`config.mk`:
```
export PLATFORM = sky130hd
export DESIGN_NAME = xif_mem_bridge
export DESIGN_NICKNAME = d
export VERILOG_FILES = /design/src/rtl/coproc_pkg.sv /design/src/rtl/xif_mem_bridge.sv
export SDC_FILE = /design/constraint.sdc
export NUM_CORES = 1
export LEC_CHECK = 0
export CELL_PAD_IN_SITES_DETAIL_PLACEMENT = 0
export CELL_PAD_IN_SITES_GLOBAL_PLACEMENT = 1
export CORE_MARGIN = 4
export CORE_UTILIZATION = 30
export DETAILED_ROUTE_END_ITERATION = 12
export PLACE_DENSITY_LB_ADDON = 0.1
export SETUP_SLACK_MARGIN = 0.4
export SYNTH_ARGS = -nofsm -noshare
export SYNTH_HDL_FRONTEND = slang
export SYNTH_SLANG_ARGS = --single-unit
```
`constraint.sdc`:
```
create_clock -name clk_i -period 2.1 [get_ports clk_i]
set_input_delay 0.21 -clock clk_i [delete_from_list [all_inputs] [get_ports clk_i]]
set_output_delay 0.21 -clock clk_i [all_outputs]
set_load 0.1 [all_outputs]
```
`src/rtl/coproc_pkg.sv`:
```
// Shared types and helpers for the coprocessor eXtension-interface memory path.
// Holds the bridge FSM state encoding, the access-size encoding and the request legality check.
// No ports; imported by xif_mem_bridge.
package coproc_pkg;

    typedef enum logic [1:0] {
        IDLE   = 2'd0,
        REQ    = 2'd1,
        RESP   = 2'd2,
        RESULT = 2'd3
    } xif_mem_state_e;

    typedef enum logic [2:0] {
        SIZE_BYTE = 3'd0,
        SIZE_HALF = 3'd1,
        SIZE_WORD = 3'd2
    } mem_size_e;

    // A request is legal when its size is byte/half/word, the address is
    // naturally aligned for that size, and it falls inside [lo, hi].
    function automatic logic mem_req_legal(
        input logic [31:0] addr,
        input logic [2:0]  size,
        input logic [31:0] lo,
        input logic [31:0] hi
    );
        logic aligned;
        case (size)
            SIZE_BYTE: aligned = 1'b1;
            SIZE_HALF: aligned = ~addr[0];
            SIZE_WORD: aligned = (addr[1:0] == 2'b00);
            default:   aligned = 1'b0;
        endcase
        return aligned && (addr >= lo) && (addr <= hi);
    endfunction

endpackage

```
`src/rtl/xif_mem_bridge.sv`:
```
// Bridges the eXtension-interface memory request channel onto one OBI data-master port.
// Latency: zero-wait bus gives accept@N, obi_req@N+1, rvalid@N+2, result@N+3; illegal requests complete at N+1.
// Backpressure: single outstanding transaction; mem_ready_o only high in IDLE; results are a one-cycle pulse with no back-pressure.
// Ports: mem_* request channel in, commit_* kill strobe in, mem_result_* pulse out, obi_* data-master port.
module xif_mem_bridge
    import coproc_pkg::*;
#(
    parameter int          X_ID_WIDTH     = 4,
    parameter int          X_MEM_WIDTH    = 32,
    parameter int          TIMEOUT_CYCLES = 255,
    parameter logic [31:0] ADDR_LO        = 32'h0000_0000,
    parameter logic [31:0] ADDR_HI        = 32'hFFFF_FFFF
) (
    input  logic                   clk_i,
    input  logic                   rst_ni,

    input  logic                   mem_valid_i,
    output logic                   mem_ready_o,
    input  logic [X_ID_WIDTH-1:0]  mem_id_i,
    input  logic [31:0]            mem_addr_i,
    input  logic                   mem_we_i,
    input  logic [2:0]             mem_size_i,
    input  logic [3:0]             mem_be_i,
    input  logic [X_MEM_WIDTH-1:0] mem_wdata_i,

    input  logic                   commit_valid_i,
    input  logic [X_ID_WIDTH-1:0]  commit_id_i,
    input  logic                   commit_kill_i,

    output logic                   mem_result_valid_o,
    output logic [X_ID_WIDTH-1:0]  mem_result_id_o,
    output logic [X_MEM_WIDTH-1:0] mem_result_rdata_o,
    output logic                   mem_result_err_o,
    output logic                   mem_result_dbg_o,

    output logic                   obi_req_o,
    input  logic                   obi_gnt_i,
    output logic [31:0]            obi_addr_o,
    output logic                   obi_we_o,
    output logic [3:0]             obi_be_o,
    output logic [X_MEM_WIDTH-1:0] obi_wdata_o,
    input  logic                   obi_rvalid_i,
    input  logic [X_MEM_WIDTH-1:0] obi_rdata_i,
    input  logic                   obi_err_i
);

    xif_mem_state_e         state_q;
    logic [X_ID_WIDTH-1:0]  id_q;
    logic [X_MEM_WIDTH-1:0] rdata_q;
    logic                   err_q;
    logic                   res_vld_q;
    logic                   obi_req_q;
    logic [31:0]            obi_addr_q;
    logic                   obi_we_q;
    logic [3:0]             obi_be_q;
    logic [X_MEM_WIDTH-1:0] obi_wdata_q;
    logic [15:0]            tmo_cnt_q;

    logic req_legal;
    logic kill_hit;
    logic tmo_hit;

    assign req_legal = mem_req_legal(mem_addr_i, mem_size_i, ADDR_LO, ADDR_HI);
    assign kill_hit  = commit_valid_i & commit_kill_i & (commit_id_i == id_q);

    // The counter holds k in the k-th cycle after obi_req rises, so the
    // timeout fires on the edge that ends cycle TIMEOUT_CYCLES-1 and the
    // error result appears exactly TIMEOUT_CYCLES cycles after the request.
    assign tmo_hit = (tmo_cnt_q == 16'(TIMEOUT_CYCLES - 1));

    always_ff @(posedge clk_i) begin
        if (!rst_ni) begin
            state_q     <= IDLE;
            id_q        <= '0;
            rdata_q     <= '0;
            err_q       <= 1'b0;
            res_vld_q   <= 1'b0;
            obi_req_q   <= 1'b0;
            obi_addr_q  <= '0;
            obi_we_q    <= 1'b0;
            obi_be_q    <= '0;
            obi_wdata_q <= '0;
            tmo_cnt_q   <= '0;
        end else begin
            // Result is a single-cycle pulse unless a branch below raises it.
            res_vld_q <= 1'b0;

            case (state_q)
                IDLE: begin
                    // Stray rvalid (after a timeout or reset) is ignored here.
                    if (mem_valid_i) begin
                        id_q <= mem_id_i;
                        if (req_legal) begin
                            state_q     <= REQ;
                            obi_req_q   <= 1'b1;
                            obi_addr_q  <= {mem_addr_i[31:2], 2'b00};
                            obi_we_q    <= mem_we_i;
                            obi_be_q    <= mem_be_i;
                            obi_wdata_q <= mem_wdata_i;
                            tmo_cnt_q   <= '0;
                        end else begin
                            // Illegal requests never touch the bus.
                            state_q   <= RESULT;
                            res_vld_q <= 1'b1;
                            rdata_q   <= '0;
                            err_q     <= 1'b1;
                        end
                    end
                end

                REQ: begin
                    tmo_cnt_q <= tmo_cnt_q + 16'd1;
                    if (kill_hit && !obi_gnt_i) begin
                        // Killed before the bus took it: drop silently.
                        state_q   <= IDLE;
                        obi_req_q <= 1'b0;
                    end else if (tmo_hit) begin
                        state_q   <= RESULT;
                        obi_req_q <= 1'b0;
                        res_vld_q <= 1'b1;
                        rdata_q   <= '0;
                        err_q     <= 1'b1;
                    end else if (obi_gnt_i) begin
                        state_q   <= RESP;
                        obi_req_q <= 1'b0;
                    end
                end

                RESP: begin
                    // Once granted the access is on the bus, so kills are ignored.
                    tmo_cnt_q <= tmo_cnt_q + 16'd1;
                    if (obi_rvalid_i) begin
                        state_q   <= RESULT;
                        res_vld_q <= 1'b1;
                        rdata_q   <= obi_we_q ? '0 : obi_rdata_i;
                        err_q     <= obi_err_i;
                    end else if (tmo_hit) begin
                        state_q   <= RESULT;
                        res_vld_q <= 1'b1;
                        rdata_q   <= '0;
                        err_q     <= 1'b1;
                    end
                end

                RESULT: begin
                    state_q <= IDLE;
                end

                default: begin
                    state_q <= IDLE;
                end
            endcase
        end
    end

    // Ready is gated by reset so the requester sees 0 while reset is held.
    assign mem_ready_o        = (state_q == IDLE) & rst_ni;

    assign mem_result_valid_o = res_vld_q;
    assign mem_result_id_o    = id_q;
    assign mem_result_rdata_o = rdata_q;
    assign mem_result_err_o   = err_q;
    assign mem_result_dbg_o   = 1'b0;

    assign obi_req_o          = obi_req_q;
    assign obi_addr_o         = obi_addr_q;
    assign obi_we_o           = obi_we_q;
    assign obi_be_o           = obi_be_q;
    assign obi_wdata_o        = obi_wdata_q;

endmodule
```
==> impl_results.md <==
- Outcome: completed
- Number of DRC markers in iteration 0: roughly 240
- Syn Area/Cell: 8.36 um2
- Skew-Pair Late Insertion Delay: 0.41 ns
- Max_slew headroom: between 60% and 70%
- Die height: 142 um
- Hold Crit Start: rst_ni
- Sink Count: 124
- Final period util: 91.7%
- Mean routed wirelength per cell: between 15 and 20 um
- Port bufs: between 200 and 250
- Clock tree buffer depth: 2
- Hold Vio Cnt, Final: 0
- Crit path buf inv count: 1
- Layout cells sized above 1: a little under a third
- Leak: about 0.0036 uW
- YS warnings: 0
- CP Data Arrival Time: 2.22 ns
- Initial Utilization: just over 30%
- Hold buffers post-CTS: 0
- VDD IR-drop max: approximately 0.63 mV
- Setup crit start kind: flip-flop
- First-pass GRT wire length: about 27 mm
- Synthesized cell area: between 0.005 and 0.006 mm2
- Power Density: roughly 960 mW/mm2
- Post-synth EDFFs: 0
- Synth area leaders: dfxtp_1 (46%), nand2_1 (13%), a21boi_0 (10%), nand3_1 (3.8%), o22ai_1 (3.5%)
- Critical path type: reg -> reg
- Critical Path End: state_q[0]$_SDFFE_PN0P_
- Overall routing resource usage: between 15 and 20%
- Post-DP HPWL: between 10 and 15 mm
- Total core area: 0.0174 mm2
- Die width: between 100 and 150 um
- RSZ-0062 raised after global routing: true
- Critical-path cell list: inv_4 -> ha_4 -> or4b_4 -> nor3_4 -> a21oi_1 -> or3b_1 -> o2111a_1
- CTS Buf Count: 17
- WP data required: roughly 2.4 ns
- Crit path max fanout: 4
- Slowest stage delay, CP: roughly 0.48 ns
- Antenna-violating nets left: 0
- Reg2Reg Depth: 7
- H-tree depth: 4
- DIE AREA: approximately 0.02 mm2
- Placed insts: roughly 1.1k
- Dpl cell area: between 0.007 and 0.008 mm2
- Gpl congestion: around 0.77
- Library cells used by synthesis: between 50 and 60
- Vias per inst: around 4.8
- Share of the synthesized area in the top cell type: between 40% and 50%
- Final setup fails: 0
- Std cell rows: 48
- Critical R2R Launch: tmo_cnt_q[0]$_SDFFE_PN0P_
- WP depth: 7
- Initial antenna violation count: 2
- Commonest non-fill, non-tap cell in the layout: nand2_1
- Hold Path Class: in -> reg
- Root buffer cell: clkbuf_16
- Worst Skew: around 0.0074 ns
- Commonest cells after routing, fill and taps aside: nand2_1 (170), buf_4 (132), clkdlybuf4s50_1 (118), dfxtp_1 (115), a21boi_1 (41)
- Mapped Cells: 644
- Layout Cells excl Fill: ~1.1k
- Fmax: 0.519 GHz
- Delay-heaviest family, CP: simple AND/OR/NAND/NOR gates
- Synth Register Bits: 124
- Pin count of the biggest net entering global routing: 57
- Number of global-route vias before repair: ~5.3k
- Worst Max-Slew Pin Slew: between 0.5 and 0.6 ns
- Dpl ws: 0.0269 ns
- CTS tree: yes
- Ys async rst share: 0%
- Primary FF master, synth: dfxtp_1
- Fin worst setup slack: around 0.17 ns
- Drt first pass iters: 4
- Setup crit end kind: flip-flop
- GR Overflow Total: 0
- Via count of the routed design: ~5.5k
- Slowest CP cell: or4b_4
- Slew Viols, Final: 0
- Setup TNS: 0 ns
- Clock Pin Slew Worst Setup and Hold Paths: 0.05 ns
- Setup crit start: tmo_cnt_q[0]$_SDFFE_PN0P_
- Max Cap Viol: 0
- Sequential-to-total area share from yosys stat: between 40% and 50%
- Final core occ: approximately 53%
- Final min period: 1.93 ns
- DRC errors left: 0
- I/O pin cnt: 230
- Cell area after layout: between 0.009 and 0.01 mm2
- R2r endpoint: state_q[0]$_SDFFE_PN0P_
- Worst R2R Setup Slack: about 0.17 ns
- DRT Wirelength: roughly 19 mm
- Post-synth top area cell: dfxtp_1
- NumNets Final: 1028
- Fill count: 1589
- Layout area overhead: 72.7%
[flip-flops by register name, summed over array words and instances, names as in the netlist]
register and cells:
mem_result_id_o 4, obi_we_o 1, mem_result_err_o 1, mem_result_valid_o 1, obi_be_o 4, obi_wdata_o 32, obi_addr_o 30, mem_result_rdata_o 32
state_q 2, tmo_cnt_q 16, obi_req_o 1
[worst min-delay path by stage]
stage / to / slack (ns) / depth (start not counted)
5_1_grt: obi_wdata_o[20]$_SDFFE_PN0P_ / 0.34 / 3
3_3_place_gp: obi_addr_o[30]$_SDFFE_PN0P_ / 0.45 / 2
3_5_place_dp: mem_result_rdata_o[5]$_SDFFE_PN0P_ / 0.46 / 2
6_report: obi_wdata_o[16]$_SDFFE_PN0P_ / 0.33 / 2
2_1_floorplan: mem_result_id_o[0]$_SDFFE_PN0P_ / 0.34 / 2
4_1_cts: mem_result_err_o$_SDFFE_PN0P_ / 0.33 / 2
[cell type report]
cell class | instances | area, um2 | area share, %
sequential | 124 | 2510 | 27.0
antenna | 2 | 5.00 | 0.0538
multi-input combinational | 461 | 2980 | 32.1
timing repair buffer | 286 | 2890 | 31.0
clock buffer | 24 | 502 | 5.39
inverter | 12 | 52.6 | 0.565
clock inverter | 6 | 83.8 | 0.901
tap | 225 | 282 | 3.03
[power by group]
group	total [uW]	internal, uW	switching, uW	leakage (uW)
clock	2900	1890	1010	0.000289
combinational	3420	1250	2170	0.00234
sequential	2640	2530	109	0.00101
[cells in the mapped netlist, types with 5 or more instances]
cell,count
a21oi_1,9
dfxtp_1,124
a21boi_0,75
inv_1,12
ha_1,6
nor2b_1,5
nand3_1,41
buf_2,17
nor3_1,8
o22ai_1,30
xnor2_1,9
o21ai_0,10
nand2_1,187
nor2_1,15
clkbuf_1,21
[stage by stage]
step,hold WS [ns],total power [uW]
final,0.334,8960
after global routing,0.338,9330
after CTS,0.333,8760
after detailed placement,0.459,5560
after global placement,0.451,5530
after floorplan,0.344,4720
[worst reg2reg max path, delay by kind of cell, from the launching register on]
| kind | cells | cell delay [ns] |
|---|---|---|
| buffers and inverters | 1 | 0.06 |
| adders and majority gates | 1 | 0.12 |
| and+or+nand+nor | 3 | 1.06 |
| AOI/OAI and AO/OA | 2 | 0.22 |
| DFF | 1 | 0.35 |
[cell families (layout without fill, tap and decap cells)]
logic type / after synthesis / in the layout / share of synthesized area [%]
simple gates: 286 / 286 / 24.1
compound gates: 151 / 151 / 20.5
flops: 124 / 124 / 46.1
buf+inv: 61 / 328 / 5.37
xor+xnor: 13 / 13 / 2.11
fa+ha+maj: 6 / 6 / 1.39
mux: 2 / 2 / 0.395
other cells: 1 / 5 / 0.0696
[repair_timing]
action,CTS,global route
setup endpoints to repair,121,118
setup buffers,14,5
pin swaps,8,42
gates resized for setup,40,132
gates cloned,4,13
[layer usage]
layer	GRT usage [%]	wire length (um)	vias to the layer above
li1	-	-	2718
met1	18.7	7760	2572
met4	5.81	401	0
met5	0	0	-
met3	5.71	1160	20
met2	29.1	9880	152
(Power assumes the default switching activity.)
